## config.mk

```make
export PLATFORM = sky130hd
export DESIGN_NAME = bank_write_arbiter_flat
export DESIGN_NICKNAME = d
export VERILOG_FILES = /design/src/rtl/arb_pkg.sv /design/src/rtl/bank_write_arbiter_if.sv /design/src/rtl/demux_1x4.sv /design/src/rtl/rr_pick.sv /design/src/rtl/bank_write_arbiter.sv /design/src/flat_wrapper.sv
export SDC_FILE = /design/constraint.sdc
export NUM_CORES = 1
export LEC_CHECK = 0
export BUFFER_PORTS_ARGS = -buffer_cell sky130_fd_sc_hd__buf_4
export CAP_MARGIN = 0
export CORE_AREA = 2 2 39 41
export CTS_BUF_LIST = sky130_fd_sc_hd__clkbuf_2 sky130_fd_sc_hd__clkbuf_4 sky130_fd_sc_hd__clkbuf_8
export DETAILED_ROUTE_END_ITERATION = 7
export DIE_AREA = 0 0 41 43
export PLACE_DENSITY = 0.76
export RECOVER_POWER = 100
export SKIP_LAST_GASP = 1
export SLEW_MARGIN = 0
export SYNTH_ARGS = -nofsm -noshare
export SYNTH_HDL_FRONTEND = slang
export SYNTH_SLANG_ARGS = --single-unit
```

## constraint.sdc

```tcl
create_clock -name clk_in -period 2.3 [get_ports clk_in]
set_clock_uncertainty 0.15 [all_clocks]
set_input_delay 0.115 -clock clk_in [delete_from_list [all_inputs] [get_ports clk_in]]
set_output_delay 0.115 -clock clk_in [all_outputs]
set_load 0.1 [all_outputs]
```

## src/rtl/arb_pkg.sv

```systemverilog
// Shared definitions for the bank write arbiter.
// Contents:
//   arb_state_e : arbiter FSM state (IDLE, XFER)
//   NUM_REQ     : number of requesters sharing the bank
//   IDX_W       : width of a requester index
//   BEAT_W      : width of the per-grant beat counter (holds up to 15)
//   next_idx()  : round-robin successor of a requester index, wrapping 3->0
package arb_pkg;

    localparam int unsigned NUM_REQ = 4;
    localparam int unsigned IDX_W   = 2;
    localparam int unsigned BEAT_W  = 4;

    typedef enum logic {
        IDLE = 1'b0,
        XFER = 1'b1
    } arb_state_e;

    // Index arithmetic is modulo NUM_REQ because NUM_REQ == 2**IDX_W.
    function automatic logic [IDX_W-1:0] next_idx(input logic [IDX_W-1:0] idx);
        return idx + IDX_W'(1);
    endfunction

endpackage

```

## src/rtl/bank_write_arbiter_if.sv

```systemverilog
// Request/grant bus between the write requesters and the bank arbiter.
// Signals:
//   req_in   : per-requester write request (level, held until done)
//   gnt_out  : one-hot grant
//   sel_out  : index of the granted requester
//   load_out : write strobe to the shared bank, one per accepted beat
//   busy_out : high while a grant is active
//   lock_in  : extend the current grant past BURST_LEN (only with ARB_LOCK_EN)
// Modports: master = requester side, slave = arbiter side.
// Configuration macro: ARB_LOCK_EN adds lock_in.
interface bank_write_arbiter_if;
    import arb_pkg::*;

    logic [NUM_REQ-1:0] req_in;
    logic [NUM_REQ-1:0] gnt_out;
    logic [IDX_W-1:0]   sel_out;
    logic               load_out;
    logic               busy_out;
`ifdef ARB_LOCK_EN
    logic               lock_in;

    modport master (
        output req_in,
        output lock_in,
        input  gnt_out,
        input  sel_out,
        input  load_out,
        input  busy_out
    );

    modport slave (
        input  req_in,
        input  lock_in,
        output gnt_out,
        output sel_out,
        output load_out,
        output busy_out
    );
`else
    modport master (
        output req_in,
        input  gnt_out,
        input  sel_out,
        input  load_out,
        input  busy_out
    );

    modport slave (
        input  req_in,
        output gnt_out,
        output sel_out,
        output load_out,
        output busy_out
    );
`endif

endinterface

```

## src/rtl/demux_1x4.sv

```systemverilog
// 1-to-4 demultiplexer: routes y_in onto the output bit selected by sel_in,
// all other outputs low.
// Ports:
//   y_in   : data bit
//   sel_in : output select
//   y_out  : one-hot (or zero) output vector
module demux_1x4
    import arb_pkg::*;
(
    input  logic               y_in,
    input  logic [IDX_W-1:0]   sel_in,
    output logic [NUM_REQ-1:0] y_out
);

    always_comb begin
        y_out         = '0;
        y_out[sel_in] = y_in;
    end

endmodule

```

## src/rtl/rr_pick.sv

```systemverilog
// Combinational round-robin winner selection.
// Ports:
//   req   : request vector
//   ptr   : index with highest priority this round
//   valid : any request present
//   idx   : first requesting index at or after ptr, wrapping 3->0
module rr_pick
    import arb_pkg::*;
(
    input  logic [NUM_REQ-1:0] req,
    input  logic [IDX_W-1:0]   ptr,
    output logic               valid,
    output logic [IDX_W-1:0]   idx
);

    logic [IDX_W-1:0] cand;

    // Scan from the farthest candidate back to ptr so the nearest hit is written last.
    always_comb begin
        valid = 1'b0;
        idx   = ptr;
        cand  = ptr;
        for (int i = NUM_REQ - 1; i >= 0; i--) begin
            cand = ptr + IDX_W'(i);
            if (req[cand]) begin
                valid = 1'b1;
                idx   = cand;
            end
        end
    end

endmodule

```

## src/rtl/bank_write_arbiter.sv

```systemverilog
// Round-robin write arbiter for a single shared memory bank.
// A request seen in IDLE is granted on the next edge; the grant holds for up to
// BURST_LEN beats (a beat is any XFER cycle with the granted request high), or
// ends early when the granted request drops. One IDLE cycle separates grants.
// Ports:
//   clk_in : clock, rising edge
//   rst_in : asynchronous active-high reset
//   bus    : bank_write_arbiter_if.slave (req_in, gnt_out, sel_out, load_out,
//            busy_out, and lock_in when ARB_LOCK_EN is defined)
// Parameters:
//   BURST_LEN : maximum beats per grant, 1..15
// Configuration macro: ARB_LOCK_EN adds lock_in; lock_in high on the last beat
// restarts the burst for the same requester instead of releasing it.
module bank_write_arbiter
    import arb_pkg::*;
#(
    parameter int unsigned BURST_LEN = 4
) (
    input  logic                  clk_in,
    input  logic                  rst_in,
    bank_write_arbiter_if.slave   bus
);

    arb_state_e         state_q, state_d;
    logic [IDX_W-1:0]   ptr_q, ptr_d;
    logic [IDX_W-1:0]   sel_q, sel_d;
    logic [BEAT_W-1:0]  beat_q, beat_d;

    logic               pick_valid;
    logic [IDX_W-1:0]   pick_idx;
    logic               req_sel;
    logic               lock;
    logic [BEAT_W-1:0]  beat_inc;
    logic               last_beat;
    logic               busy;
    logic               load;
    logic [NUM_REQ-1:0] gnt;

`ifdef ARB_LOCK_EN
    assign lock = bus.lock_in;
`else
    assign lock = 1'b0;
`endif

    assign req_sel   = bus.req_in[sel_q];
    assign beat_inc  = beat_q + BEAT_W'(1);
    assign last_beat = (beat_inc == BEAT_W'(BURST_LEN));

    rr_pick u_rr_pick (
        .req   (bus.req_in),
        .ptr   (ptr_q),
        .valid (pick_valid),
        .idx   (pick_idx)
    );

    // State register.
    always_ff @(posedge clk_in or posedge rst_in) begin
        if (rst_in) begin
            state_q <= IDLE;
            ptr_q   <= '0;
            sel_q   <= '0;
            beat_q  <= '0;
        end else begin
            state_q <= state_d;
            ptr_q   <= ptr_d;
            sel_q   <= sel_d;
            beat_q  <= beat_d;
        end
    end

    // Next-state logic.
    always_comb begin
        state_d = state_q;
        ptr_d   = ptr_q;
        sel_d   = sel_q;
        beat_d  = beat_q;
        case (state_q)
            IDLE: begin
                if (pick_valid) begin
                    state_d = XFER;
                    sel_d   = pick_idx;
                    beat_d  = '0;
                end
            end
            XFER: begin
                if (!req_sel) begin
                    // No beat this cycle: release without counting.
                    state_d = IDLE;
                    ptr_d   = next_idx(sel_q);
                    beat_d  = '0;
                end else if (last_beat) begin
                    beat_d = '0;
                    if (!lock) begin
                        state_d = IDLE;
                        ptr_d   = next_idx(sel_q);
                    end
                end else begin
                    beat_d = beat_inc;
                end
            end
            default: begin
                state_d = IDLE;
            end
        endcase
    end

    // Output decode.
    always_comb begin
        busy = (state_q == XFER);
        load = busy & req_sel;
    end

    demux_1x4 u_gnt_demux (
        .y_in   (busy),
        .sel_in (sel_q),
        .y_out  (gnt)
    );

    assign bus.gnt_out  = gnt;
    assign bus.sel_out  = sel_q;
    assign bus.busy_out = busy;
    assign bus.load_out = load;

endmodule

```

## src/flat_wrapper.sv

```systemverilog
// flat-port wrapper written by rule: the top's interface ports become plain ports
module bank_write_arbiter_flat import arb_pkg::*;
#(
    parameter int unsigned BURST_LEN = 4
)
  (clk_in, rst_in, bus_req_in, bus_gnt_out, bus_sel_out, bus_load_out, bus_busy_out);
  bank_write_arbiter_if bus_i ();
  input  logic clk_in;
  input  logic rst_in;
  input wire logic [$bits(bus_i.req_in)-1:0] bus_req_in;
  output wire logic [$bits(bus_i.gnt_out)-1:0] bus_gnt_out;
  output wire logic [$bits(bus_i.sel_out)-1:0] bus_sel_out;
  output wire logic [$bits(bus_i.load_out)-1:0] bus_load_out;
  output wire logic [$bits(bus_i.busy_out)-1:0] bus_busy_out;
  assign bus_i.req_in = bus_req_in;
  assign bus_gnt_out = bus_i.gnt_out;
  assign bus_sel_out = bus_i.sel_out;
  assign bus_load_out = bus_i.load_out;
  assign bus_busy_out = bus_i.busy_out;
  bank_write_arbiter #(.BURST_LEN(BURST_LEN)) u_core (.clk_in(clk_in), .rst_in(rst_in), .bus(bus_i));
endmodule
```

==> impl_metrics.tcl, run 1 <==
set metrics [dict create \
    fillCellCount 141 \
    status "complete, no violations" \
    clk_latency_ps 270 \
    antenna_found_initial 0 \
    die_x_um 41 \
    maxSlewViolCount 0 \
    cts_buffer_depth 2 \
    layout.nets 105 \
    worst_slack_ps 218.2 \
    r2r.worst_path.cells 4 \
    cts_setup_buffers 0 \
    post_drt_via_cell_ratio 5.593 \
    synth_commonest_cells "9 x dfrtp_1, 7 x inv_1, 6 x and2_1, 6 x ha_1, 6 x nand2_1" \
    hpwl_um 1071 \
    drv_cap 0 \
    synth.most_common_cell "dfrtp_1" \
    grtUsageTotal_pct 19.96 \
    die_y_um 43 \
    avgRoutedWirePerCell_um 13.13 \
    cp_slowest_stage_delay_ps 550 \
    synth_seq_area_share_pct 32.97 \
    worst-path-stages 3 \
    drtAntennaViolNets 0 \
    diodes 0 \
    max-slew-margin-rel_pct 23.24 \
    finalHoldViolCount 0 \
    rsz0062_at_grt "no" \
    r2r_slack_ps 350 \
    synthTopCellsByArea "dfrtp_1 33%, ha_1 11%, and2_1 5.5%" \
    ctsResizeCount 0 \
    layout.cells.non_filler 108 \
    finalSetupViolCount 0 \
    yosysTopAreaCell "dfrtp_1" \
    critical-path-slowest-cell "mux4_2" \
    core_um2 1384 \
    cts_buffers 3 \
    synth_nets 88 \
    crit_type "register to primary output" \
    place_ws_ps 381.1 \
    postSynthCellCount 76 \
    ys_async_sr_fraction_pct 100.0 \
    cp.arrival_ps 1820 \
    clock_sinks 9 \
    rr_startpoint "u_core.beat_q[0]$_DFFE_PP0P_" \
    crit_buf_inv 1 \
    min_from "bus_req_in[1]" \
    tightest_slew_ps 1156 \
    netlist_area_um2 683.2 \
    hold_path_depth 4 \
    finish.utilization_pct 57.78 \
    grt_pass1_vias 552 \
    htreeDepth 1 \
    synth_ff_type "dfrtp_1" \
    worstSetupStartpointType "register" \
    post-route-period-util_pct 90.51 \
    io_buffers 13 \
    cp.required_ps 2040 \
    grt_pass1_wl_um 2318 \
    dr.pass1.iters 4 \
    dpl.cell_count 103 \
    crit_family "multiplexers" \
    crit_chain "mux4_2, and2_1, buf_4" \
    synth-seq-cells 9 \
    clk_pin_slew_ps 70 \
    ys_types 30 \
    synth_edf_count 0 \
    r2r-end "u_core.ptr_q[1]$_DFFE_PP0P_" \
    synth_top_cell_area_share_pct 32.97 \
    path_max_fanout 7 \
    synthToLayoutAreaGrowth_pct 17.03 \
    stdcell_area_um2 799.5 \
    overflow 0 \
    routed_wl_um 1418 \
    cts-root-buf "clkbuf_4" \
    initial_core_util_pct 49.37 \
    avgSynthCellArea_um2 8.989 \
    place_area_um2 794.5 \
    max_freq_mhz 480.4 \
    hold_end "u_core.bus.sel_out[1]$_DFFE_PP0P_" \
    num_rows 14 \
    vias 604 \
    drive_above_1_share_pct 21.74 \
    grt_max_degree 12 \
    place.gp.congestion 0.8304 \
    hold_buffers 1 \
    io_pins 14 \
    route.detailed.drc 0 \
    hold_path_class "primary input to register" \
    layout_min_cycle_time_ps 2082 \
    yosys_warnings 0 \
    dr.first_iter.drc_count 7 \
    worstSetupEndpointType "primary output" \
    fp.dieArea_um2 1763 \
    cts_tree "built" \
]
[how the worst max path moves through the flow]
stage                                       from                           end  slack [ps]
2_1_floorplan  u_core.bus.sel_out[0]$_DFFE_PP0P_  u_core.beat_q[2]$_DFFE_PP0P_         -30
3_3_place_gp        u_core.beat_q[0]$_DFFE_PP0P_   u_core.ptr_q[1]$_DFFE_PP0P_         410
3_5_place_dp        u_core.beat_q[0]$_DFFE_PP0P_   u_core.ptr_q[1]$_DFFE_PP0P_         380
4_1_cts        u_core.bus.sel_out[0]$_DFFE_PP0P_                  bus_load_out         270
5_1_grt        u_core.bus.sel_out[0]$_DFFE_PP0P_                  bus_load_out         140
6_report       u_core.bus.sel_out[0]$_DFFE_PP0P_                  bus_load_out         220
[metrics by stage]
| step | hold WS [ps] | TNS [ps] |
|---|---|---|
| after floorplan | -207.3 | -29.90 |
| after global placement | -42.74 | 0 |
| after detailed placement | -41.79 | 0 |
| after CTS | 15.43 | 0 |
| after global routing | 48.20 | 0 |
| final | 22.07 | 0 |
[flip-flops by register name (all words and copies together) (netlist names)]
register	flops
u_core.ptr_q	2
u_core.beat_q	4
u_core.bus.sel_out	2
u_core.bus.busy_out	1
[tightest hold or removal path: stages]
cell	delay (ps)
buf_4	100
a21oi_1	40
o21ai_0	60
a31oi_1	80
[cell families (layout without fill, tap and decap cells)]
family,after synthesis,count (layout),share of synthesized area [%]
and+or+nand+nor,27,27,20.52
xor gates and xnor gates,1,1,1.282
muxes,3,3,6.959
AOI/OAI and AO/OA,20,20,21.43
adders and majority gates,6,6,10.99
buffers and inverters,10,26,5.860
DFF,9,9,32.97
[layout make-up]
cell class / count / area (um^2) / area share [%]
clock buffers: 3 / 22.52 / 2.817
clock inverters: 1 / 5.005 / 0.6260
inverters: 8 / 30.03 / 3.756
multi-input cells: 57 / 405.4 / 50.70
flip-flops and latches: 9 / 227.7 / 28.48
well taps: 16 / 20.02 / 2.504
repair buffers: 14 / 88.84 / 11.11
[per-layer routing]
metal | global-route usage, % | part of all wire, %
met5 | 0 | 0
met4 | 9.333 | 1.2
met3 | 4.712 | 5.1
met2 | 30.94 | 51
met1 | 24.92 | 43
[placed cells by master, fill, tap and decap left out]
cell,instances
o221a_2,1
a211oi_1,1
nand2_1,6
clkinv_2,1
o311ai_0,2
a22o_1,2
buf_4,6
or4_1,1
inv_2,1
clkbuf_1,3
o21a_1,1
dfrtp_2,2
nor2b_1,3
mux4_2,1
o21ai_0,5
and2_1,6
dfrtp_1,7
and2b_1,1
clkbuf_2,3
o31ai_1,1
a21oi_1,4
clkbuf_4,4
nor4_1,1
mux2i_1,1
inv_1,7
nand3_1,3
xnor2_1,1
dlygate4sd3_1,1
mux2_1,1
or2_2,1
nor2_1,5
ha_1,6
o221ai_1,1
a31oi_1,1
a2bb2oi_1,1
Power of run 1 is not shown: default switching activity piles up to over one toggle a cycle in this logic, so the estimate is an artifact.
==> inputs of run 2 (changes only) <==
Settings changed: BUFFER_PORTS_ARGS -buffer_cell sky130_fd_sc_hd__buf_4 to not set, DONT_BUFFER_PORTS set to 1, HOLD_SLACK_MARGIN set to 0.1, PLACE_DENSITY 0.76 to 0.67.
==> run 2 against run 1 <==
- critical path depth unchanged
- first-iteration DRC count rose to 4.7 times the previous value
- worst hold slack better by 92 ps
- core utilization up 3.3 points
- critical endpoint unchanged
==> impl_metrics.tcl, run 2 (same netlist as run 1, synthesis figures left out) <==
set metrics [dict create \
    fp.dieArea_um2 1763 \
    hpwl_um 1083 \
    clock_sinks 9 \
    multi_input_area_um2 409.1 \
    crit_family "buffers and inverters" \
    fillCellCount 125 \
    max-slew-margin-rel_pct 55.20 \
    place.gp.congestion 0.9132 \
    die_y_um 43 \
    vias 659 \
    cts-root-buf "clkbuf_4" \
    drtAntennaViolNets 0 \
    drive_above_1_share_pct 21.28 \
    dpl.cell_count 98 \
    htreeDepth 1 \
    post-route-period-util_pct 96.29 \
    maxSlewViolCount 0 \
    hold_path_class "primary input to asynchronous set/reset pin" \
    diodes 0 \
    crit_buf_inv 2 \
    route.detailed.drc 0 \
    routed_wl_um 1694 \
    path_max_fanout 10 \
    grt_pass1_wl_um 2684 \
    core_um2 1384 \
    worstSetupStartpointType "register" \
    grtUsageTotal_pct 23.33 \
    largest_reg_flops 4 \
    layout_min_cycle_time_ps 2215 \
    cts_setup_buffers 0 \
    cp.arrival_ps 1950 \
    rsz0062_at_grt "no" \
    cts_buffer_depth 2 \
    ff_latch_area_um2 229.0 \
    die_x_um 41 \
    cp_slowest_stage_delay_ps 540 \
    layout.nets 107 \
    synthToLayoutAreaGrowth_pct 23.81 \
    crit_type "register to primary output" \
    initial_core_util_pct 49.37 \
    cp.required_ps 2040 \
    drv_cap 0 \
    crit_chain "clkbuf_2, and2_0, buf_4" \
    overflow 0 \
    clk_pin_slew_ps 70 \
    max_freq_mhz 451.5 \
    io_pins 14 \
    worstSetupEndpointType "primary output" \
    final_cell_mix "8 x dlygate4sd3_1, 7 x inv_1, 6 x nand2_1, 6 x ha_1, 6 x dfrtp_1" \
    top_register "u_core.beat_q" \
    finalSetupViolCount 0 \
    finalHoldViolCount 0 \
    worst_slack_ps 85.24 \
    dr.first_iter.drc_count 33 \
    tightest_slew_ps 671.9 \
    post_drt_via_cell_ratio 5.991 \
    avgRoutedWirePerCell_um 15.40 \
    cts_buffers 3 \
    io_buffers 0 \
    final_common_cell "dlygate4sd3_1" \
    num_rows 14 \
    cts_tree "built" \
    clk_latency_ps 260 \
    place_ws_ps 389.6 \
    grt_max_degree 11 \
    grt_pass1_vias 641 \
    dr.pass1.iters 4 \
    status "complete, no violations" \
    layout.cells.non_filler 110 \
    antenna_found_initial 0 \
    critical-path-slowest-cell "clkbuf_2" \
    place_area_um2 757.0 \
    stdcell_area_um2 845.8 \
]
## run 2: layer usage
layer  part of all wire (%)  track usage [%]  routed length, um  up-vias
met2                     48            34.38                817       29
met1                     42            27.57                707      311
met4                    3.8            16.00                 65        0
li1                       -                -                  -      311
met5                      0                0                  0        -
met3                    6.1            6.806                103        8
## run 2: worst reg2reg max path, cell delays in order (launching register included)
cell and delay, ps:
dfrtp_1 380, inv_1 90, a21oi_2 140, dlygate4sd3_1 560
o21ai_0 60, dlygate4sd3_1 560, a31oi_1 180
## run 2: through the flow
stage          setup TNS (ps)  hold slack [ps]  utilization [%]
5_1_grt                     0            133.4            61.12
2_1_floorplan          -29.90           -207.3                -
4_1_cts                     0            118.7            62.66
6_report                    0            113.7            61.12
3_5_place_dp                0           -148.2            54.70
3_3_place_gp                0           -154.5            54.70
## run 2: final cells by class
| type | count | share of cell area (%) |
|---|---|---|
| multi-input combinational | 57 | 48.37 |
| clock buffer | 4 | 3.550 |
| inverter | 8 | 3.550 |
| sequential | 9 | 27.07 |
| tap | 16 | 2.367 |
| timing repair buffer | 16 | 15.09 |
## run 2: path summary, 6_finish.rpt
| check | from | endpoint | slack (ps) | cells past startpoint |
|---|---|---|---|---|
| max | u_core.bus.busy_out$_DFF_PP0_ | bus_load_out | 90 | 3 |
| min | rst_in | u_core.beat_q[3]$_DFFE_PP0P_ | 110 | 2 |
| max reg2reg | u_core.ptr_q[0]$_DFFE_PP0P_ | u_core.bus.sel_out[1]$_DFFE_PP0P_ | 90 | 6 |
| min reg2reg | u_core.beat_q[2]$_DFFE_PP0P_ | u_core.beat_q[2]$_DFFE_PP0P_ | 410 | 2 |
| max in group asynchronous | rst_in | u_core.bus.sel_out[0]$_DFFE_PP0P_ | 1580 | 2 |
| min in group clk_in | bus_req_in[2] | u_core.ptr_q[0]$_DFFE_PP0P_ | 300 | 3 |
## run 2: repair_timing
action	CTS	global route
hold buffers	8	0
setup endpoints to repair	0	1
endpoints found under the hold margin	11	0
gates resized for setup	0	1
Power of run 2 is left out for the same reason.
==> inputs of run 3 (changes only) <==
Settings changed: REMOVE_ABC_BUFFERS set to 1.
==> run 3 against run 2 <==
- register-to-register slack better by 260 ps
- wire length is 14% lower
- first-iteration DRC count is 55% lower
- sequential share of layout area is 1.2 points lower
- final area is 2.8% higher
- flip-flop and latch count stayed put
- global-route usage is 1.7 points lower
- clock-buffer cell count stayed put
- critical path depth stayed put
==> impl_metrics.tcl, run 3 (same netlist as run 1, synthesis figures left out) <==
set metrics [dict create \
    drive_above_1_share_pct 16.13 \
    crit_type "register to primary output" \
    grt_pass1_wl_um 2415 \
    dr.pass1.iters 4 \
    core_um2 1384 \
    layout_min_cycle_time_ps 2048 \
    post-route-period-util_pct 89.06 \
    post_drt_via_cell_ratio 5.761 \
    final_common_cell "dfrtp_1" \
    ctsResizeCount 0 \
    tightest_slew_ps 1152 \
    max-slew-margin-rel_pct 23.56 \
    place.gp.congestion 0.8026 \
    final_cell_mix "9 x dfrtp_1, 7 x inv_1, 7 x dlygate4sd3_1" \
    routed_wl_um 1459 \
    max_freq_mhz 488.2 \
    hold_path_class "primary input to asynchronous set/reset pin" \
    top_register "u_core.beat_q" \
    met3_usage_pct 5.759 \
    drtAntennaViolNets 0 \
    fp.dieArea_um2 1763 \
    diodes 0 \
    io_pins 14 \
    cts_buffer_depth 2 \
    finish.utilization_pct 62.84 \
    rsz0062_at_grt "no" \
    antenna_found_initial 0 \
    dr.first_iter.drc_count 15 \
    r2r-end "u_core.ptr_q[1]$_DFFE_PP0P_" \
    cp.required_ps 2040 \
    cts_setup_buffers 0 \
    grtUsageTotal_pct 21.65 \
    clk_latency_ps 260 \
    startpoint "u_core.bus.sel_out[0]$_DFFE_PP0P_" \
    cts-root-buf "clkbuf_4" \
    largest_reg_flops 4 \
    vias 628 \
    clk_pin_slew_ps 60 \
    cts_buffers 3 \
    grt_use_met1_pct 25.17 \
    die_x_um 41 \
    cts_tree "built" \
    finalSetupViolCount 0 \
    top_usage_layer "met2" \
    fillCellCount 121 \
    maxSlewViolCount 0 \
    die_y_um 43 \
    r2r_slack_ps 350 \
    status "complete, no violations" \
    drv_cap 0 \
    io_buffers 0 \
    clock_sinks 9 \
    num_rows 14 \
    grt_use_met2_pct 31.87 \
    worstSetupEndpointType "primary output" \
    htreeDepth 1 \
    initial_core_util_pct 49.37 \
    avgRoutedWirePerCell_um 13.39 \
    path_max_fanout 6 \
    synthToLayoutAreaGrowth_pct 27.29 \
    grt_max_degree 10 \
    critPathCapture "bus_load_out" \
    layout.nets 106 \
    r2r.worst_path.cells 4 \
    grt_pass1_vias 595 \
    overflow 0 \
    worstSetupStartpointType "register" \
    rr_startpoint "u_core.beat_q[0]$_DFFE_PP0P_" \
    final.setup.tns_ps 0 \
    finalHoldViolCount 0 \
    route.detailed.drc 0 \
    cp.arrival_ps 1780 \
]
[run 3: cell types whose count changed in the layout (fill, tap and decap cells not counted), sizes merged]
cell         before  now
dlygate4sd3       8    7
buf               3    5
clkbuf            9    7
[run 3: stage by stage]
stage                     area [um^2]  worst slack, ps  instances  hold WS, ps
after CTS                       900.9            192.9        110        114.3
after global routing            869.6            213.2        109        136.7
after detailed placement        790.8            395.0         98       -163.0
after floorplan                 673.1           -568.9         74       -207.1
after global placement          790.8            416.0         98       -162.9
final                           869.6            251.6        109        98.50
[run 3: worst min path at each step]
stage / slack, ps / end / cells after the start / start
5_1_grt: 140 / u_core.bus.busy_out$_DFF_PP0_ / 2 / rst_in
6_report: 100 / u_core.bus.sel_out[1]$_DFFE_PP0P_ / 2 / rst_in
3_5_place_dp: -160 / u_core.beat_q[3]$_DFFE_PP0P_ / 1 / rst_in
4_1_cts: 110 / u_core.bus.sel_out[1]$_DFFE_PP0P_ / 2 / rst_in
3_3_place_gp: -160 / u_core.beat_q[3]$_DFFE_PP0P_ / 1 / rst_in
2_1_floorplan: -210 / u_core.beat_q[0]$_DFFE_PP0P_ / 1 / rst_in
[run 3: what timing repair did]
item | in CTS | in global routing
endpoints found under the setup margin | 0 | 1
hold buffers | 8 | 0
endpoints found under the hold margin | 11 | 0
[run 3: layout make-up]
type / instances / area [um^2] / share of cell area, %
Clock buffer: 4 / 30.03 / 3.453
Inverter: 8 / 30.03 / 3.453
Multi-Input combinational cell: 57 / 405.4 / 46.62
Sequential cell: 9 / 225.2 / 25.90
Tap cell: 16 / 20.02 / 2.302
Timing Repair Buffer: 15 / 158.9 / 18.27
[run 3: routing by layer]
| layer | part of all wire, % | wire [um] | vias to the layer above |
|---|---|---|---|
| met3 | 6.2 | 91 | 7 |
| met5 | 0 | 0 | - |
| met4 | 3.6 | 52 | 0 |
| met2 | 49 | 711 | 25 |
| met1 | 41 | 604 | 296 |
| li1 | - | - | 300 |
[run 3: worst max-delay path: stages (launching register included)]
cell and delay, ps:
dfrtp_1 370, mux4_2 510, and2_1 240, clkbuf_2 400
Power of run 3 is left out for the same reason.
